--- src/rtl/bp_be_pkg.sv ---
// bp_be_pkg
// Shared types for the backend performance window controller.
//   bp_be_perf_window_state_e : per-core measurement phase
//   `BP_BE_PERF_WINDOW_REPORT_S(core_w, cnt_w) : packed report snapshot
//       {core, clk, instr, capped}, widths supplied by the user
// Optional feature macro used by the files importing this package:
//   BP_BE_PERF_WINDOW_CAP_EN

package bp_be_pkg;

    typedef enum logic [1:0] {
        WARMUP  = 2'd0,
        MEASURE = 2'd1,
        PENDING = 2'd2,
        DONE    = 2'd3
    } bp_be_perf_window_state_e;

endpackage

`ifndef BP_BE_PERF_WINDOW_REPORT_S_VH
`define BP_BE_PERF_WINDOW_REPORT_S_VH
`define BP_BE_PERF_WINDOW_REPORT_S(core_w, cnt_w) \
    struct packed { \
        logic [core_w-1:0] core; \
        logic [cnt_w-1:0]  clk; \
        logic [cnt_w-1:0]  instr; \
        logic              capped; \
    }
`endif

--- src/rtl/bp_be_perf_window_core.sv ---
// bp_be_perf_window_core
// One core's measurement window: warmup skip, cycle/instruction counting,
// finish-edge freeze and (optionally) the cycle cap.
// Ports:
//   clk_i, reset_n_i     clock, async active-low reset
//   freeze_i             synchronous restart to WARMUP, counters cleared
//   warmup_instr_i       commits to skip before measuring
//   commit_v_i           instruction commit strobe
//   program_finish_i     finish level; rising edge closes the window
//   report_ack_i         this core's snapshot was accepted
//   max_cycles_i         cycle cap (0 = off), only with BP_BE_PERF_WINDOW_CAP_EN
//   state_o              current phase (also useful as a debug tap)
//   clk_cnt_o/instr_cnt_o measured counts (frozen once PENDING)
//   capped_o             window was closed by the cap
// Macro: BP_BE_PERF_WINDOW_CAP_EN enables the cycle cap.

module bp_be_perf_window_core
    import bp_be_pkg::*;
#(
    parameter int cnt_width_p    = 64,
    parameter int warmup_width_p = 30
) (
    input  logic                      clk_i,
    input  logic                      reset_n_i,
    input  logic                      freeze_i,
    input  logic [warmup_width_p-1:0] warmup_instr_i,
    input  logic                      commit_v_i,
    input  logic                      program_finish_i,
    input  logic                      report_ack_i,
`ifdef BP_BE_PERF_WINDOW_CAP_EN
    input  logic [cnt_width_p-1:0]    max_cycles_i,
`endif
    output bp_be_perf_window_state_e  state_o,
    output logic [cnt_width_p-1:0]    clk_cnt_o,
    output logic [cnt_width_p-1:0]    instr_cnt_o,
    output logic                      capped_o
);

    bp_be_perf_window_state_e r_state, w_state_n;
    logic [warmup_width_p-1:0] r_warmup_cnt, w_warmup_n;
    logic [cnt_width_p-1:0]    r_clk_cnt, w_clk_n;
    logic [cnt_width_p-1:0]    r_instr_cnt, w_instr_n;
    logic                      r_finish;
    logic                      w_finish_edge;
    logic [cnt_width_p-1:0]    w_clk_inc;
    logic [cnt_width_p-1:0]    w_instr_inc;
`ifdef BP_BE_PERF_WINDOW_CAP_EN
    logic                      r_capped, w_capped_n;
    logic                      w_cap_hit;
`endif

    assign w_finish_edge = program_finish_i & ~r_finish;
    assign w_clk_inc     = r_clk_cnt + cnt_width_p'(1);
    assign w_instr_inc   = r_instr_cnt + cnt_width_p'(commit_v_i);
`ifdef BP_BE_PERF_WINDOW_CAP_EN
    // The cap compares the post-increment count so the snapshot reads exactly max_cycles_i.
    assign w_cap_hit = (max_cycles_i != '0) && (w_clk_inc == max_cycles_i);
`endif

    always_comb begin
        w_state_n  = r_state;
        w_warmup_n = r_warmup_cnt;
        w_clk_n    = r_clk_cnt;
        w_instr_n  = r_instr_cnt;
`ifdef BP_BE_PERF_WINDOW_CAP_EN
        w_capped_n = r_capped;
`endif
        if (freeze_i) begin
            w_state_n  = WARMUP;
            w_warmup_n = '0;
            w_clk_n    = '0;
            w_instr_n  = '0;
`ifdef BP_BE_PERF_WINDOW_CAP_EN
            w_capped_n = 1'b0;
`endif
        end else begin
            case (r_state)
                WARMUP: begin
                    // A finish during warmup reports an empty window.
                    if (w_finish_edge) begin
                        w_state_n = PENDING;
                    end else if (r_warmup_cnt == warmup_instr_i) begin
                        w_state_n = MEASURE;
                    end else begin
                        w_warmup_n = r_warmup_cnt + warmup_width_p'(commit_v_i);
                    end
                end
                MEASURE: begin
                    // The closing cycle itself is still counted.
                    w_clk_n   = w_clk_inc;
                    w_instr_n = w_instr_inc;
                    if (w_finish_edge) begin
                        w_state_n = PENDING;
                    end
`ifdef BP_BE_PERF_WINDOW_CAP_EN
                    else if (w_cap_hit) begin
                        w_state_n  = PENDING;
                        w_capped_n = 1'b1;
                    end
`endif
                end
                PENDING: begin
                    if (report_ack_i) begin
                        w_state_n = DONE;
                    end
                end
                DONE: begin
                    w_state_n = DONE;
                end
                default: begin
                    w_state_n = WARMUP;
                end
            endcase
        end
    end

    always_ff @(posedge clk_i or negedge reset_n_i) begin
        if (!reset_n_i) begin
            r_state      <= WARMUP;
            r_warmup_cnt <= '0;
            r_clk_cnt    <= '0;
            r_instr_cnt  <= '0;
            r_finish     <= 1'b0;
`ifdef BP_BE_PERF_WINDOW_CAP_EN
            r_capped     <= 1'b0;
`endif
        end else begin
            r_state      <= w_state_n;
            r_warmup_cnt <= w_warmup_n;
            r_clk_cnt    <= w_clk_n;
            r_instr_cnt  <= w_instr_n;
            // Clearing on freeze lets a still-high finish level start a new window.
            r_finish     <= freeze_i ? 1'b0 : program_finish_i;
`ifdef BP_BE_PERF_WINDOW_CAP_EN
            r_capped     <= w_capped_n;
`endif
        end
    end

    assign state_o     = r_state;
    assign clk_cnt_o   = r_clk_cnt;
    assign instr_cnt_o = r_instr_cnt;
`ifdef BP_BE_PERF_WINDOW_CAP_EN
    assign capped_o    = r_capped;
`else
    assign capped_o    = 1'b0;
`endif

endmodule

--- src/rtl/bp_be_perf_window_ctrl.sv ---
// bp_be_perf_window_ctrl
// Multi-core measurement-window controller: one bp_be_perf_window_core per
// core plus a round-robin arbiter that serializes frozen snapshots onto a
// single report port.
// Ports:
//   clk_i, reset_n_i      clock, async active-low reset
//   freeze_i              restart every core's window
//   warmup_instr_i        warmup commits per core
//   commit_v_i            per-core commit strobes
//   program_finish_i      per-core finish levels
//   max_cycles_i          cycle cap, only with BP_BE_PERF_WINDOW_CAP_EN
//   report_v_o/report_ready_i   snapshot handshake
//   report_core_o/clk_o/instr_o/capped_o  snapshot contents (0 when not valid)
//   all_done_o            every core has reported
// Macro: BP_BE_PERF_WINDOW_CAP_EN enables the cycle cap.
//
// Handshake: a snapshot transfers on a cycle where report_v_o & report_ready_i.
// Once report_v_o is raised it stays high with identical contents until that
// transfer (or a freeze); a later pending core never replaces it.

module bp_be_perf_window_ctrl
    import bp_be_pkg::*;
#(
    parameter int num_core_p     = 4,
    parameter int cnt_width_p    = 64,
    parameter int warmup_width_p = 30,
    localparam int core_w_lp     = (num_core_p > 1) ? $clog2(num_core_p) : 1
) (
    input  logic                      clk_i,
    input  logic                      reset_n_i,
    input  logic                      freeze_i,
    input  logic [warmup_width_p-1:0] warmup_instr_i,
    input  logic [num_core_p-1:0]     commit_v_i,
    input  logic [num_core_p-1:0]     program_finish_i,
`ifdef BP_BE_PERF_WINDOW_CAP_EN
    input  logic [cnt_width_p-1:0]    max_cycles_i,
`endif
    output logic                      report_v_o,
    input  logic                      report_ready_i,
    output logic [core_w_lp-1:0]      report_core_o,
    output logic [cnt_width_p-1:0]    report_clk_o,
    output logic [cnt_width_p-1:0]    report_instr_o,
    output logic                      report_capped_o,
    output logic                      all_done_o
);

    typedef `BP_BE_PERF_WINDOW_REPORT_S(core_w_lp, cnt_width_p) report_s;

    bp_be_perf_window_state_e w_state     [num_core_p];
    logic [cnt_width_p-1:0]   w_clk_cnt   [num_core_p];
    logic [cnt_width_p-1:0]   w_instr_cnt [num_core_p];
    logic [num_core_p-1:0]    w_capped;
    logic [num_core_p-1:0]    w_pending;
    logic [num_core_p-1:0]    w_done;
    logic [num_core_p-1:0]    w_ack;

    logic [core_w_lp-1:0]     r_rr;
    logic                     r_lock;
    logic [core_w_lp-1:0]     r_lock_sel;
    logic [core_w_lp-1:0]     w_pick;
    logic [core_w_lp-1:0]     w_idx;
    logic [core_w_lp-1:0]     w_sel;
    logic [core_w_lp-1:0]     w_sel_inc;
    logic                     w_found;
    logic                     w_valid;
    logic                     w_handshake;
    report_s                  w_report;

    for (genvar k = 0; k < num_core_p; k++) begin : g_core
        bp_be_perf_window_core #(
            .cnt_width_p    (cnt_width_p),
            .warmup_width_p (warmup_width_p)
        ) u_core (
            .clk_i            (clk_i),
            .reset_n_i        (reset_n_i),
            .freeze_i         (freeze_i),
            .warmup_instr_i   (warmup_instr_i),
            .commit_v_i       (commit_v_i[k]),
            .program_finish_i (program_finish_i[k]),
            .report_ack_i     (w_ack[k]),
`ifdef BP_BE_PERF_WINDOW_CAP_EN
            .max_cycles_i     (max_cycles_i),
`endif
            .state_o          (w_state[k]),
            .clk_cnt_o        (w_clk_cnt[k]),
            .instr_cnt_o      (w_instr_cnt[k]),
            .capped_o         (w_capped[k])
        );

        assign w_pending[k] = (w_state[k] == PENDING);
        assign w_done[k]    = (w_state[k] == DONE);
        assign w_ack[k]     = w_handshake & (w_sel == core_w_lp'(k));
    end

    // First pending core at or above rr, wrapping.
    always_comb begin
        w_found = 1'b0;
        w_pick  = '0;
        w_idx   = '0;
        for (int i = 0; i < num_core_p; i++) begin
            w_idx = core_w_lp'((int'(r_rr) + i) % num_core_p);
            if (!w_found && w_pending[w_idx]) begin
                w_found = 1'b1;
                w_pick  = w_idx;
            end
        end
    end

    assign w_sel       = r_lock ? r_lock_sel : w_pick;
    assign w_valid     = r_lock | w_found;
    assign w_handshake = w_valid & report_ready_i;
    assign w_sel_inc   = (w_sel == core_w_lp'(num_core_p - 1)) ? '0 : w_sel + 1'b1;

    always_ff @(posedge clk_i or negedge reset_n_i) begin
        if (!reset_n_i) begin
            r_rr       <= '0;
            r_lock     <= 1'b0;
            r_lock_sel <= '0;
        end else if (freeze_i) begin
            r_rr       <= '0;
            r_lock     <= 1'b0;
            r_lock_sel <= '0;
        end else begin
            if (w_handshake) begin
                r_rr <= w_sel_inc;
            end
            r_lock     <= w_valid & ~report_ready_i;
            r_lock_sel <= w_sel;
        end
    end

    // Report fields read as zero whenever no snapshot is offered.
    always_comb begin
        w_report = '0;
        if (w_valid) begin
            w_report.core   = w_sel;
            w_report.clk    = w_clk_cnt[w_sel];
            w_report.instr  = w_instr_cnt[w_sel];
            w_report.capped = w_capped[w_sel];
        end
    end

    assign report_v_o      = w_valid;
    assign report_core_o   = w_report.core;
    assign report_clk_o    = w_report.clk;
    assign report_instr_o  = w_report.instr;
    assign report_capped_o = w_report.capped;
    assign all_done_o      = &w_done;

endmodule

--- config.mk ---
export PLATFORM = sky130hd
export DESIGN_NAME = bp_be_perf_window_ctrl
export DESIGN_NICKNAME = d
export VERILOG_FILES = /design/src/rtl/bp_be_pkg.sv /design/src/rtl/bp_be_perf_window_core.sv /design/src/rtl/bp_be_perf_window_ctrl.sv
export SDC_FILE = /design/constraint.sdc
export NUM_CORES = 2
export LEC_CHECK = 0
export ABC_AREA = 1
export BUFFER_PORTS_ARGS = -buffer_cell sky130_fd_sc_hd__buf_2
export CORE_MARGIN = 2
export CORE_UTILIZATION = 45
export DETAILED_ROUTE_END_ITERATION = 6
export PLACE_DENSITY_LB_ADDON = 0.05
export SLEW_MARGIN = 10
export SYNTH_ARGS = -nofsm -noshare
export SYNTH_HDL_FRONTEND = slang
export SYNTH_HIERARCHICAL = 1
export SYNTH_SLANG_ARGS = --single-unit
--- constraint.sdc ---
create_clock -name clk_i -period 2.8 [get_ports clk_i]
set_input_delay 0.56 -clock clk_i [delete_from_list [all_inputs] [get_ports clk_i]]
set_output_delay 0.56 -clock clk_i [all_outputs]
set_load 0.02 [all_outputs]
# Word-level counts from Yosys, hierarchy flattened
# Cells that the tools add are included.
[classes]
order_cmp = 6
n_mux = 91
n_addsub = 16
n_reduce_logical = 29
n_eq_ne = 39
bitwise = 17
[op_table]
columns = ["operator", "n"]
rows = [
  ["$mux W64", 20],
  ["$mux W30", 16],
  ["$add A64 B1 Y64", 4],
  ["$add A64 B1 Y64 const B", 4],
  ["$bmux W64 S2", 2],
  ["$mux W131", 1],
  ["$add A30 B1 Y30", 4],
  ["$eq A30 B30 Y1", 4],
  ["$mux W2", 29],
  ["$pmux W2 S4", 4],
  ["$ne A3 B2 Y1 const B", 8],
  ["$reduce_and A3 Y1", 8],
  ["$eq A2 B2 Y1 const B", 10],
  ["$reduce_bool A2 Y1", 9],
  ["$ne A2 B2 Y1 const B", 8],
  ["$ne A4 B2 Y1 const B", 4],
  ["$lt A2 B3 Y1 const B", 5],
  ["$mux W1", 14],
  ["$and A1 B1 Y1", 10],
  ["$bmux W1 S2", 5],
  ["$eq A2 B1 Y1 const B", 5],
  ["$logic_not A2 Y1", 5],
  ["$not A1 Y1", 5],
  ["$add A2 B1 Y2 const B", 2],
  ["other kinds (7)", 12],
]
[totals]
wordCells = 221
reg_bits = 649
output_inout_bits = 133

# Logic depth before layout (Yosys ltp)
[logic_depth]
depth_word = 19
ltp_mapped = 20
ltp_nobuf = 18

# By module
# The synthesis kept the hierarchy.
[by_module_without_submodules]
columns = ["mod", "cells_each", "seq_area_each_um2", "n_inst", "area_each_um2"]
rows = [
  ["bp_be_perf_window_core (g_core[0].u_core ...)", 1730, 4028.9, 3, 11237.0],
  ["bp_be_perf_window_core (g_core[1].u_core)", 1736, 4028.9, 1, 11210.8],
  ["bp_be_perf_window_ctrl", 1392, 125.1, 1, 6297.3],
]

# Worst setup path after synthesis
# No wires, ideal clock.
[synth_path]
kind = "flip-flop to output port"
start = "register r_rr[1]"
end = "output port report_clk_o[2]"
path_slack_ps = 173
n_path_buf = 4
t_arrival_ps = 2067
path_stages_with_launch = 18
required_time_ps = 2240
path_cell_list = "dfrtp_1 -> buf_4 -> inv_2 -> nand2_1 -> nand2_2 -> nand3_2 -> nand2_2 -> nand2_1 -> nand2_1 -> nand2_1 -> nand2_1 -> o21ai_2 -> buf_6 -> buf_6 -> buf_4 -> nand2_1 -> nand3_1 -> a21oi_1"
[synth_via]
elab_chain_len = 18
[synth_lines]
columns = ["element", "line_no", "rtl"]
rows = [
  ["start: declaration", "bp_be_perf_window_ctrl.sv:57", "logic [core_w_lp-1:0] r_rr;"],
  ["start signal: assignment", "bp_be_perf_window_ctrl.sv:125", "r_rr <= w_sel_inc;"],
  ["branches (longest 17 deep; another with $add A2 B1 Y2)", "--", ""],
  ["$mux W131 *", "bp_be_perf_window_ctrl.sv:135", "if (w_valid) begin"],
  ["end: declaration", "bp_be_perf_window_ctrl.sv:41", "output logic [cnt_width_p-1:0] report_clk_o,"],
]
# Every way passes the cells marked *. The select of a mux whose other input is x is not followed.

# Worst setup path in the final report
[layout_path]
start = "register r_rr[0]"
end = "output port report_clk_o[39]"
# The elaborated chain is that of the path after synthesis.

==> flow_summary.yaml <==
clock_network:
  cts_tree: "done"
  clock_latency_reported_for_the_late_side_of_the_worst_skew_pair_ns: 0.68
  cts_made_buffers: 83
  clk_pin_slew_ns: 0.06
  clock-root-buffer: "clkbuf_16"
  cts.path.max_buffers: 3
  numClockSinks: 649
  h_tree_depth_reported_by_cts: 3
sta:
  worst_clock_skew_ns: 0.0227
  hold_violations: 0
  grt_setup_unrepaired: "yes"
  timing_worst_slew_pin_value_ns: 0.862
  max_freq_ghz: 0.264
  slew_violations: 0
  period_minus_slack_ns: 3.78
  setup_viol: 134
  period_share: 1.35
  worst_slew_margin_rel: 0.425
  postLayoutSetupSlackWorst_ns: -0.982
synth:
  synthesis.instances: 8318
  synth_edf_count: 0
  mappedNetlistArea_um2: 51200
  synth_seq_area_share: 0.317
  ys_async_sr_fraction: 1.00
  ys_types: 49
  synth_fp_nets: 8381
  synth.yosys.warnings: 6
  ys.flop_type: "dfrtp_1"
  ys_seq_elements: 649
  syn_area_per_cell_um2: 6.16
worst_setup_path:
  regToRegEndpoint: "g_core[2].u_core/state_o[1]$_DFFE_PN0P_"
  cp-start-kind: "flip-flop"
  arrival_ns: 3.22
  crit_chain: "buf_6, nand3_4, nand2_4, nand2_2, nand2_2, nand2_4, nand2_2, nand2_2, nand2_4, o21ai_4, buf_12, buf_12, bufbuf_16, nand2_1, nand2_2, nand2_2, a21oi_2, buf_4"
  depth_of_the_worst_register_to_register_path: 13
  timing.critical_path.slowest_stage_cell: "dfrtp_2"
  setup.worst_path.end_class: "output port"
  critical-path-max-stage-delay_ns: 0.44
  worstPathRequired_ns: 2.24
  critical_path.most_common_cell: "nand2_2"
  critical_path_peak_fanout: 8
  crit-reg2reg-launch: "g_core[3].u_core/state_o[0]$_DFFE_PN0P_"
  reg2reg_slack_ns: -0.31
  worst_setup_path_class: "reg2out"
die:
  pin_count: 175
  fp.dieW_um: 341
  effective_utilization_at_floorplan: 0.455
  design.die.area_um2: 117000
  placement_rows: 123
  dieHeight_um: 341
  fp.coreArea_um2: 113000
route:
  totalWireLength_mm: 233
  route.detailed.wl_per_inst_um: 22.9
  final_antenna_net_count: 0
  detail_route.iter0.violations: 5549
  remaining_drc_errors: 0
  first_pass_iters: 6
  vias: 57200
  drt-vias-per-instance: 5.61
place:
  hpwl_mm: 181
  portBuffers: 174
  gp_routability_congestion: 1.05
  dp.cells: 9968
grt:
  number_of_antenna_violations_at_the_first_check_in_global_routing: 11
  first_global_vias: 53200
  grt_max_degree: 168
  grt_use_total: 0.391
  grt_overflow: 0
  grt_first_pass_wirelength_mm: 343
pwr:
  power.ir.vdd_worst_mv: 0.819
  power_dens_cells_nw_per_um2: 794
  leakagePower_uw: 0.0273
hold_path:
  min_to: "g_core[0].u_core/r_finish$_DFF_PN0_"
  hp-start: "program_finish_i[0]"
  hold_path_class: "in2reg"
  whs_path_depth: 3
layout:
  layoutNonFillerInstCount: 10200
  nets_finish: 8684
  drive_above_1_share: 0.139
  final_core_util: 0.544
  syn_to_final_growth_pct: 19.5
outcome:
  result_of_the_run: "complete, but fails checks"
  failed_checks: "negative setup slack"
job:
  max-cap-violations: 0
critical path: cells and delay by family (launching register included):
family	cells	cell delay (ns)
AND/OR/NAND/NOR	11	0.89
buffers and inverters	5	0.87
flip-flops	1	0.44
AO/OA/AOI/OAI	2	0.32
layout by cell type (no fill, tap or decap), types with 11 or more instances in the layout:
cell / n
xor2_1: 57
nand2_1: 2478
buf_2: 65
a21oi_4: 19
buf_12: 63
nor2_2: 89
nor2_1: 1217
clkbuf_16: 95
nand2_4: 31
nor3_1: 144
nand3_4: 16
o21a_1: 36
a21oi_2: 48
nand3_1: 728
o21ai_0: 197
nand3_2: 105
nor2_4: 53
a21oi_1: 278
a211oi_1: 17
buf_6: 104
dfrtp_1: 647
and2_1: 15
buf_16: 19
clkbuf_8: 19
nor3_2: 11
nand2_2: 127
nand4_1: 315
ha_1: 21
xnor2_1: 116
o21ai_1: 23
o211ai_1: 56
clkbuf_1: 21
buf_4: 226
inv_2: 45
inv_1: 1054
Yosys cell counts (21+ instances only):
| cell | number | area share |
|---|---|---|
| o21ai_1 | 23 | 0.0022 |
| dfrtp_1 | 649 | 0.32 |
| nand2_1 | 2576 | 0.19 |
| nor2_2 | 85 | 0.010 |
| inv_1 | 1062 | 0.078 |
| nor2_1 | 1222 | 0.090 |
| o211ai_1 | 56 | 0.0082 |
| inv_2 | 44 | 0.0032 |
| nand4_1 | 315 | 0.038 |
| nand3_1 | 814 | 0.080 |
| nor2_4 | 52 | 0.011 |
| nor3_1 | 144 | 0.014 |
| xor2_1 | 57 | 0.0097 |
| buf_2 | 93 | 0.0091 |
| buf_1 | 27 | 0.0020 |
| ha_1 | 21 | 0.0051 |
| o21ai_0 | 197 | 0.019 |
| nand3_2 | 27 | 0.0053 |
| a21oi_1 | 345 | 0.034 |
| buf_4 | 37 | 0.0054 |
| o21a_1 | 36 | 0.0053 |
| clkbuf_1 | 110 | 0.0081 |
| nand2_2 | 50 | 0.0061 |
| xnor2_1 | 116 | 0.020 |
flip-flops by register name (all words and copies together) (netlist names):
name	count
g_core.u_core/clk_cnt_o	256
g_core.u_core/instr_cnt_o	256
g_core.u_core/r_warmup_cnt	120
g_core.u_core/state_o	8
g_core.u_core/r_finish	4
r_lock_sel	2
r_rr	2
r_lock	1
metal layers:
| layer | global-route usage | wire length, µm | vias to the layer above |
|---|---|---|---|
| li1 | - | - | 27100 |
| met1 | 0.496 | 93800 | 27200 |
| met2 | 0.615 | 104000 | 2326 |
| met3 | 0.0584 | 16100 | 608 |
| met4 | 0.270 | 19300 | 8 |
| met5 | 0 | 42 | - |
where the power goes:
| group | internal (µW) | switching [µW] |
|---|---|---|
| combinational | 11900 | 16000 |
| sequential | 9520 | 187 |
| clock | 6440 | 4580 |
timing repair:
item                                    in CTS  in global routing
endpoints found under the hold margin       30                  0
hold buffers                                 1                  0
cloned                                      15                 14
pin swaps                                   52                 83
gates resized for setup                    310                252
buffers inserted                            20                 19
endpoints found under the setup margin     134                136
logic make-up (layout without fill, tap and decap cells):
family / Yosys count / in the layout / share of synthesized area
simple gates: 5359 / 5360 / 0.460
buf+inv: 1395 / 1756 / 0.110
compound gates: 717 / 717 / 0.0782
flops: 649 / 649 / 0.317
xor+xnor: 173 / 173 / 0.0296
fa+ha+maj: 21 / 21 / 0.00513
other cells: 4 / 13 / 0.000293
worst max-delay path by stage:
stage | startpoint | to | slack (ns) | depth (start not counted)
after detailed placement | r_rr[0]$_DFFE_PN0P_ | report_clk_o[2] | -0.55 | 15
after global placement | r_rr[0]$_DFFE_PN0P_ | report_clk_o[2] | -0.55 | 18
after floorplan | r_rr[1]$_DFFE_PN0P_ | report_clk_o[2] | 0.17 | 17
after CTS | r_rr[0]$_DFFE_PN0P_ | report_instr_o[50] | -0.99 | 16
after global routing | r_rr[0]$_DFFE_PN0P_ | report_clk_o[39] | -1.11 | 16
final | r_rr[0]$_DFFE_PN0P_ | report_clk_o[39] | -0.98 | 18
area by class of cell:
class                           count  area (µm²)
Antenna cell                        9        22.5
Timing Repair Buffer              502        5520
Clock buffer                      123        2420
Tap cell                         1500        1880
Clock inverter                     21         319
Sequential cell                   649       16200
Fill cell                       11600       51400
Multi-Input combinational cell   6275       30600
Inverter                         1110        4200
stage by stage:
stage	cell area, µm²	hold WS, ns	setup TNS (ns)	power (µW)	setup WS, ns
4_1_cts	59800	0.0858	-117.78	44600	-0.990
5_1_grt	61200	0.123	-134.09	50300	-1.11
2_1_floorplan	51200	0.264	0	20500	0.173
3_3_place_gp	55300	0.485	-50.48	28500	-0.554
3_5_place_dp	55300	0.493	-50.96	28600	-0.554
6_report	61200	0.119	-115.47	48600	-0.982
Note: power is estimated with default switching activity, not from simulation.
